**src/rtl/bp_update_queue_if.sv**
```systemverilog
// Handshake bundle between the execute-stage producer, the predictor update consumer
// and bp_update_queue. The queue connects through the slave modport.
interface bp_update_queue_if #(
   parameter int unsigned DEPTH  = 4,
   parameter int unsigned PC_W   = 32,
   parameter int unsigned HIST_W = 8
);
   logic                     en_i;
   logic                     flush_i;
   logic                     push_valid_i;
   logic                     push_ready_o;
   logic [PC_W-1:0]          push_pc_i;
   logic                     push_taken_i;
   logic                     update_en_o;
   logic                     last_taken_o;
   logic [PC_W-1:0]          update_pc_o;
   logic [HIST_W-1:0]        ghr_o;
   logic [$clog2(DEPTH):0]   count_o;

   modport master (
      output en_i, flush_i, push_valid_i, push_pc_i, push_taken_i,
      input  push_ready_o, update_en_o, last_taken_o, update_pc_o, ghr_o, count_o
   );

   modport slave (
      input  en_i, flush_i, push_valid_i, push_pc_i, push_taken_i,
      output push_ready_o, update_en_o, last_taken_o, update_pc_o, ghr_o, count_o
   );
endinterface

```
**src/rtl/bp_update_queue.sv**
```systemverilog
// Resolved-branch outcome queue feeding predictor updates and the committed GHR.
// Optional same-cycle bypass of an empty queue: define BPUQ_BYPASS_EN.
module bp_update_queue #(
   parameter int unsigned DEPTH  = 4,
   parameter int unsigned PC_W   = 32,
   parameter int unsigned HIST_W = 8
) (
   input  logic             clk_i,
   input  logic             rst_ni,
   bp_update_queue_if.slave bus
);
   localparam int unsigned AW = $clog2(DEPTH);
   localparam int unsigned CW = AW + 1;

   typedef struct packed {
      logic [PC_W-1:0] pc;
      logic            taken;
   } entry_t;

   entry_t            mem [DEPTH];
   logic [CW-1:0]     wr_cnt;
   logic [CW-1:0]     rd_cnt;
   logic [CW-1:0]     count;
   logic [AW-1:0]     wr_ptr;
   logic [AW-1:0]     rd_ptr;
   logic [HIST_W-1:0] ghr;
   entry_t            push_entry;
   entry_t            head;
   logic              full;
   logic              nonempty;
   logic              bypass;
   logic              update_en;
   logic              pop;
   logic              push;
   logic              mem_pop;

   // Free-running counters one bit wider than the pointers; their difference is occupancy.
   assign count    = wr_cnt - rd_cnt;
   assign wr_ptr   = wr_cnt[AW-1:0];
   assign rd_ptr   = rd_cnt[AW-1:0];
   assign full     = (count == CW'(DEPTH));
   assign nonempty = (count != '0);

   assign push_entry = '{pc: bus.push_pc_i, taken: bus.push_taken_i};

`ifdef BPUQ_BYPASS_EN
   assign bypass = !nonempty && bus.push_valid_i && !bus.flush_i;
`else
   assign bypass = 1'b0;
`endif

   assign update_en = (nonempty && !bus.flush_i) || bypass;
   assign head      = bypass ? push_entry : mem[rd_ptr];
   assign pop       = update_en && bus.en_i;
   // A bypassed entry that is consumed in the same cycle never touches storage.
   assign mem_pop   = pop && !bypass;
   assign push      = bus.push_valid_i && !full && !bus.flush_i && !(bypass && bus.en_i);

   always_ff @(posedge clk_i or negedge rst_ni) begin
      if (!rst_ni) begin
         wr_cnt <= '0;
         rd_cnt <= '0;
         ghr    <= '0;
         for (int unsigned i = 0; i < DEPTH; i++) begin
            mem[i] <= '0;
         end
      end else if (bus.flush_i) begin
         wr_cnt <= '0;
         rd_cnt <= '0;
      end else begin
         if (push) begin
            mem[wr_ptr] <= push_entry;
            wr_cnt      <= wr_cnt + 1'b1;
         end
         if (mem_pop) begin
            rd_cnt <= rd_cnt + 1'b1;
         end
         if (pop) begin
            ghr <= {ghr[HIST_W-2:0], head.taken};
         end
      end
   end

   assign bus.push_ready_o = !full;
   assign bus.update_en_o  = update_en;
   assign bus.last_taken_o = head.taken;
   assign bus.update_pc_o  = head.pc;
   assign bus.ghr_o        = ghr;
   assign bus.count_o      = count;

endmodule

```
**src/flat_wrapper.sv**
```systemverilog
// flat-port wrapper written by rule: the top's interface ports become plain ports
module bp_update_queue_flat 
#(
   parameter int unsigned DEPTH  = 4,
   parameter int unsigned PC_W   = 32,
   parameter int unsigned HIST_W = 8
)
  (clk_i, rst_ni, bus_en_i, bus_flush_i, bus_push_valid_i, bus_push_pc_i, bus_push_taken_i, bus_push_ready_o, bus_update_en_o, bus_last_taken_o, bus_update_pc_o, bus_ghr_o, bus_count_o);
  bp_update_queue_if #(.DEPTH(DEPTH), .PC_W(PC_W), .HIST_W(HIST_W)) bus_i ();
  input  logic clk_i;
  input  logic rst_ni;
  input wire logic [$bits(bus_i.en_i)-1:0] bus_en_i;
  input wire logic [$bits(bus_i.flush_i)-1:0] bus_flush_i;
  input wire logic [$bits(bus_i.push_valid_i)-1:0] bus_push_valid_i;
  input wire logic [$bits(bus_i.push_pc_i)-1:0] bus_push_pc_i;
  input wire logic [$bits(bus_i.push_taken_i)-1:0] bus_push_taken_i;
  output wire logic [$bits(bus_i.push_ready_o)-1:0] bus_push_ready_o;
  output wire logic [$bits(bus_i.update_en_o)-1:0] bus_update_en_o;
  output wire logic [$bits(bus_i.last_taken_o)-1:0] bus_last_taken_o;
  output wire logic [$bits(bus_i.update_pc_o)-1:0] bus_update_pc_o;
  output wire logic [$bits(bus_i.ghr_o)-1:0] bus_ghr_o;
  output wire logic [$bits(bus_i.count_o)-1:0] bus_count_o;
  assign bus_i.en_i = bus_en_i;
  assign bus_i.flush_i = bus_flush_i;
  assign bus_i.push_valid_i = bus_push_valid_i;
  assign bus_i.push_pc_i = bus_push_pc_i;
  assign bus_i.push_taken_i = bus_push_taken_i;
  assign bus_push_ready_o = bus_i.push_ready_o;
  assign bus_update_en_o = bus_i.update_en_o;
  assign bus_last_taken_o = bus_i.last_taken_o;
  assign bus_update_pc_o = bus_i.update_pc_o;
  assign bus_ghr_o = bus_i.ghr_o;
  assign bus_count_o = bus_i.count_o;
  bp_update_queue #(.DEPTH(DEPTH), .PC_W(PC_W), .HIST_W(HIST_W)) u_core (.clk_i(clk_i), .rst_ni(rst_ni), .bus(bus_i));
endmodule
```
**config.mk**
```make
export PLATFORM = sky130hd
export DESIGN_NAME = bp_update_queue_flat
export DESIGN_NICKNAME = d
export VERILOG_FILES = /design/src/rtl/bp_update_queue_if.sv /design/src/rtl/bp_update_queue.sv /design/src/flat_wrapper.sv
export SDC_FILE = /design/constraint.sdc
export NUM_CORES = 1
export LEC_CHECK = 0
export ABC_CLOCK_PERIOD_IN_PS = 6800
export BUFFER_PORTS_ARGS = -buffer_cell sky130_fd_sc_hd__buf_2
export CORE_MARGIN = 4
export CORE_UTILIZATION = 45
export DETAILED_ROUTE_END_ITERATION = 7
export SLEW_MARGIN = 20
export SYNTH_ARGS = -nofsm -noshare
export SYNTH_HDL_FRONTEND = slang
export SYNTH_SLANG_ARGS = --single-unit
```
**constraint.sdc**
```tcl
create_clock -name clk_i -period 6.8 [get_ports clk_i]
set_clock_uncertainty 0.2 [all_clocks]
set_input_delay 0.34 -clock clk_i [delete_from_list [all_inputs] [get_ports clk_i]]
set_output_delay 0.34 -clock clk_i [all_outputs]
set_load 0.005 [all_outputs]
```
After elaboration in Yosys (flattened, before gate mapping)
Index checks and enable logic that the tools add are counted.
{"block": "word_totals", "register_bits": 146, "latch_bits": 0, "mem_bits_rw": 0, "rom_bits": 0, "out_inout_bits": 46, "wordCells": 43, "mem_count": 0}
{"block": "op_classes", "addsub": 3, "multipliers": 0, "n_div": 0, "order_cmp": 3, "n_eq_ne": 1, "shifts": 0, "mux": 10, "bitwise": 3, "n_reduce_logical": 12}
{"op": "132-bit bitwise mux", "count": 1}
{"op": "33-bit 2-to-1 mux", "count": 3}
{"op": "33-bit binary-select mux with 2-bit select", "count": 1}
{"op": "33-bit demux with 2-bit select", "count": 1}
{"op": "3-bit 2-to-1 mux", "count": 4}
{"op": "3-bit by 1-bit adder with 3-bit output (second input constant)", "count": 2}
{"op": "3-bit greater-or-equal comparator (second input constant)", "count": 2}
{"op": "2-bit NOT with 3-bit output", "count": 2}
{"op": "1-bit logical AND", "count": 5}
{"op": "2-bit AND reduction", "count": 2}
{"op": "2-bit nonzero test", "count": 2}
{"op": "3-bit == test (second input constant)", "count": 1}
{"op": "3-bit by 1-bit < comparator with 1-bit output (second input constant)", "count": 1}
{"op": "3-bit nonzero test", "count": 1}
{"op": "3-bit subtractor", "count": 1}
{"op": "1-bit logical NOT", "count": 2}
{"op": "1-bit NOT", "count": 1}

Depth between registers and ports, before layout
{"block": "logic_depth", "depth_word": 7, "ltp_mapped": 8, "ltp_nobuf": 6}

Least setup slack after synthesis
Ideal clock, no wire load.
{"block": "synth_path", "kind": "reg2reg", "from": "register u_core.wr_cnt[0]", "to": "register u_core.mem[101] in the netlist's numbering", "setup_ps": 125, "t_arrival_ps": 2315, "required_ps": 6475, "slack_ps": 4160, "stages_incl_launch_ff": 9, "path_buffers": 2, "cell_sequence": "dfrtp_1 -> inv_1 -> ha_1 -> fa_1 -> and2_1 -> buf_2 -> a211oi_4 -> buf_6 -> mux2_2"}
{"block": "synth_between", "elab_chain_len": 6}
{"item": "from (decl)", "line_no": "bp_update_queue.sv:21", "text": "logic [CW-1:0] wr_cnt;"}
{"item": "from (signal assigned)", "line_no": "bp_update_queue.sv:73", "text": "wr_cnt <= wr_cnt + 1'b1;"}
{"item": "3-bit subtractor / 2-bit NOT with 3-bit output (equally long branches)", "line_no": "bp_update_queue.sv:38, bp_update_queue.sv:72"}
{"item": "3-bit == test, or another cell as far along", "line_no": "bp_update_queue.sv:41", "text": "assign full = (count == CW'(DEPTH));"}
{"item": "1-bit logical NOT / 1-bit logical AND (equally long branches)", "line_no": "bp_update_queue.sv:57, bp_update_queue.sv:72"}
{"item": "1-bit logical AND / 33-bit 2-to-1 mux (equally long branches)", "line_no": "bp_update_queue.sv:57, bp_update_queue.sv:72"}
{"item": "1-bit logical AND / 33-bit demux with 2-bit select (equally long branches)", "line_no": "bp_update_queue.sv:57, bp_update_queue.sv:72"}
{"item": "2-bit AND reduction (no source line) / 132-bit bitwise mux (equally long branches)"}
{"item": "to (signal, indexed assignment)", "line_no": "bp_update_queue.sv:72", "text": "mem[wr_ptr] <= push_entry;"}
{"item": "to (decl)", "line_no": "bp_update_queue.sv:20", "text": "entry_t mem [DEPTH];"}
Parallel ways exist; a longest one is shown, timed or not.
A chain may end at the register's enable or synchronous reset.

Final worst setup path
{"block": "layout_path", "from": "register u_core.rd_cnt[1]", "to": "register u_core.mem[41] in the netlist's numbering"}
{"block": "layout_between", "elab_chain_len": 6}
{"item": "from (decl)", "line_no": "bp_update_queue.sv:22", "text": "logic [CW-1:0] rd_cnt;"}
{"item": "from (signal assigned)", "line_no": "bp_update_queue.sv:76", "text": "rd_cnt <= rd_cnt + 1'b1;"}
{"item": "3-bit subtractor", "line_no": "bp_update_queue.sv:38", "text": "assign count = wr_cnt - rd_cnt;"}
{"item": "3-bit == test", "line_no": "bp_update_queue.sv:41"}
{"item": "1-bit logical NOT", "line_no": "bp_update_queue.sv:57", "text": "assign push = bus.push_valid_i && !full && !bus.flush_i && !(bypass && bus.en_i);"}
{"item": "1-bit logical AND (2 in series)", "line_no": "bp_update_queue.sv:57"}
{"item": "2-bit AND reduction (no source line)"}
Every way passes these cells.

==> flow_summary.json <==
{
  "outcome": "finished clean",
  "critPathRequiredTime_ns": 6.90,
  "dieWidth_um": 128.9,
  "fin_nets": 552,
  "path_cells": "fa_1 > and2_1 > a21oi_4 > buf_4 > mux2_2",
  "drc": 0,
  "htree_levels": 4,
  "postRouteAntennaNets": 0,
  "hold_depth": 2,
  "startpoint": "u_core.rd_cnt[1]$_DFFE_PN0P_",
  "antenna_found_initial": 0,
  "min_from": "bus_push_pc_i[23]",
  "synth_cells": 393,
  "clockBufferDepth": 2,
  "cp_slowest_stage_delay_ns": 1.01,
  "grt_setup_unrepaired": "no",
  "fp.dieH_um": 128.9,
  "place_area_mm2": 0.007101,
  "reg2regPathDepth": 5,
  "diodes": 0,
  "final_cell_area_mm2": 0.008043,
  "finalSetupTns_ns": 0,
  "vias": 3694,
  "tritoncts": "built",
  "ctsResizeCount": 0,
  "ir_worst_vdd_mv": 0.3590,
  "synth_cell_types": 27,
  "crit_cells": 5,
  "synth_warnings": 0,
  "critPathBufInv": 1,
  "dr.pass1.iters": 4,
  "cts_setup_buffers": 0,
  "core_area_mm2": 0.01410,
  "syn2layout_area_growth_pct": 22.21,
  "grt_pass1_wl_um": 21270,
  "syn_area_mm2": 0.006581,
  "track_usage_pct": 16.85,
  "routedWlPerCell_um": 18.35,
  "syn_area_per_cell_um2": 16.75,
  "cp-start-kind": "flop",
  "cts_root_buf": "clkbuf_16",
  "relSlewSlack_pct": 35.10,
  "placement.io_buffers": 83,
  "grt_max_degree": 84,
  "hpwl_um": 7989,
  "rows": 43,
  "clkSinkCount": 146,
  "layout-drive-gt1-share_pct": 56.73,
  "ys_seq_area_share_pct": 55.51,
  "hold_violations": 0,
  "nFillCells": 1126,
  "cp.arrival_ns": 3.65,
  "power_per_cell_area_mw_per_mm2": 467.3,
  "maxSlewViolCount": 0,
  "start_util_pct": 46.69,
  "critPathMaxFanout": 36,
  "period_needed_ns": 3.552,
  "drv_cap": 0,
  "wl_um": 12850,
  "fmax_mhz": 281.6,
  "multi_input_comb_area_mm2": 0.002738,
  "grt_pass1_vias": 4131,
  "cts_buffers": 17,
  "slowest_stage": "dfrtp_2",
  "setup_violations": 0,
  "synth_nets": 438,
  "r2r_start": "u_core.rd_cnt[1]$_DFFE_PN0P_",
  "overflow": 0,
  "cts.clk_slew.worst_paths_ns": 0.06,
  "vias_per_cell": 5.277,
  "hold_class": "input port to flop",
  "path_class": "flop to flop",
  "tightestPinTransition_ns": 0.9734,
  "clk_latency_ns": 0.41,
  "p_leak_nw": 3.597,
  "ys_ff_latch": 146,
  "register_area_mm2": 0.003656,
  "holdBufCountCts": 30,
  "post-route-util_pct": 57.06,
  "drt_iter0_drc": 160,
  "path_delay_family": "flip-flops",
  "io_pins": 84,
  "gp_congestion": 0.7066,
  "fin_crit_sh_pct": 52.23,
  "dieArea_mm2": 0.01662,
  "end_kind": "flop"
}
-- per-layer routing --
layer | up-vias | track usage (%) | part of all wire, %
met4 | 0 | 4.941 | 1.2
met1 | 1941 | 22.81 | 46
li1 | 1671 | - | -
met3 | 11 | 5.396 | 4.8
met2 | 71 | 26.28 | 48
met5 | - | 0 | 0
-- synth_stat cells (all sizes together) --
| cell | instances | area, um2 |
|---|---|---|
| clkbuf | 6 | 22.52 |
| and2 | 1 | 6.260 |
| nor2 | 7 | 26.28 |
| nor2b | 4 | 25.02 |
| buf | 18 | 160.2 |
| nand2 | 4 | 15.01 |
| nand2b | 4 | 25.02 |
| nand3b | 3 | 22.52 |
| a21oi | 4 | 46.29 |
| inv | 4 | 15.01 |
| mux2i | 2 | 20.02 |
| ha | 6 | 75.07 |
| o21a | 1 | 7.510 |
| fa | 1 | 20.02 |
| o21ai | 1 | 16.27 |
| dfrtp | 146 | 3654 |
| o211ai | 1 | 7.510 |
| mux4 | 33 | 743.2 |
| a21boi | 1 | 7.510 |
| mux2 | 144 | 1622 |
| xor3 | 1 | 25.02 |
| a211oi | 1 | 20.02 |
-- kinds of logic (layout without fill, tap and decap cells) --
group | count (synthesis) | count (layout) | share of synthesized area, %
DFF | 146 | 146 | 55.51
buffers and inverters | 28 | 155 | 3.004
xor gates and xnor gates | 1 | 1 | 0.3802
adders and majority gates | 7 | 7 | 1.445
and+or+nand+nor | 23 | 23 | 1.825
muxes | 179 | 179 | 36.24
AOI/OAI and AO/OA | 9 | 9 | 1.597
-- final timing paths --
check                                                     to  slack (ns)
worst max-delay path              u_core.mem[41]$_DFFE_PN0P_        3.25
worst min-delay path              u_core.mem[24]$_DFFE_PN0P_        0.02
worst max register to register    u_core.mem[41]$_DFFE_PN0P_        3.25
worst min register to register    u_core.mem[73]$_DFFE_PN0P_        0.29
max in group asynchronous       u_core.rd_cnt[1]$_DFFE_PN0P_        4.96
min in group asynchronous         u_core.mem[92]$_DFFE_PN0P_        0.27
-- per-stage QoR --
step | power (W) | hold WS, ns | setup WS, ns | std cells
after global routing | 0.004014 | 0.009678 | 3.067 | 700
after global placement | 0.002751 | 0.1544 | 3.216 | 638
after floorplan | 0.002371 | -0.1556 | 4.160 | 393
final | 0.003758 | 0.01554 | 3.248 | 700
after detailed placement | 0.002805 | 0.1656 | 3.152 | 638
after CTS | 0.003822 | 0.001437 | 3.158 | 700
-- sequential cells by signal, summed over array words and instances (netlist names) --
signal and flops:
u_core.rd_cnt 3, u_core.wr_cnt 3, u_core.mem 132, u_core.bus.ghr_o 8
-- area by class of cell --
cell class	count	area share (%)
Tap cell	180	2.800
Timing Repair Buffer	119	9.583
Multi-Input combinational cell	219	34.04
Clock buffer	20	5.678
Inverter	4	0.1867
Clock inverter	12	2.256
Sequential cell	146	45.46
-- layout by cell type, fill, tap and decap left out, types with 2 or more instances in the layout --
cell and instances:
clkinvlp_4 4, ha_1 6, mux2_1 10, inv_1 4, clkinv_4 3, buf_2 82
mux2i_1 2, clkbuf_16 17, clkbuf_8 2, nand2_1 4, mux4_2 33, a21oi_4 3
nand3b_1 3, mux2_2 134, dlygate4sd3_1 30, dfrtp_1 144, nor2b_1 4, bufinv_16 4
buf_6 2, nor2_1 7, dfrtp_2 2, buf_4 5, nand2b_1 4
-- report_power, final --
part	switching [W]	internal, W
logic	0.000494	0.000775
registers	0.000223	0.00128
clock network	0.000354	0.000634
total	0.00107	0.00269
(Power assumes the default switching activity.)
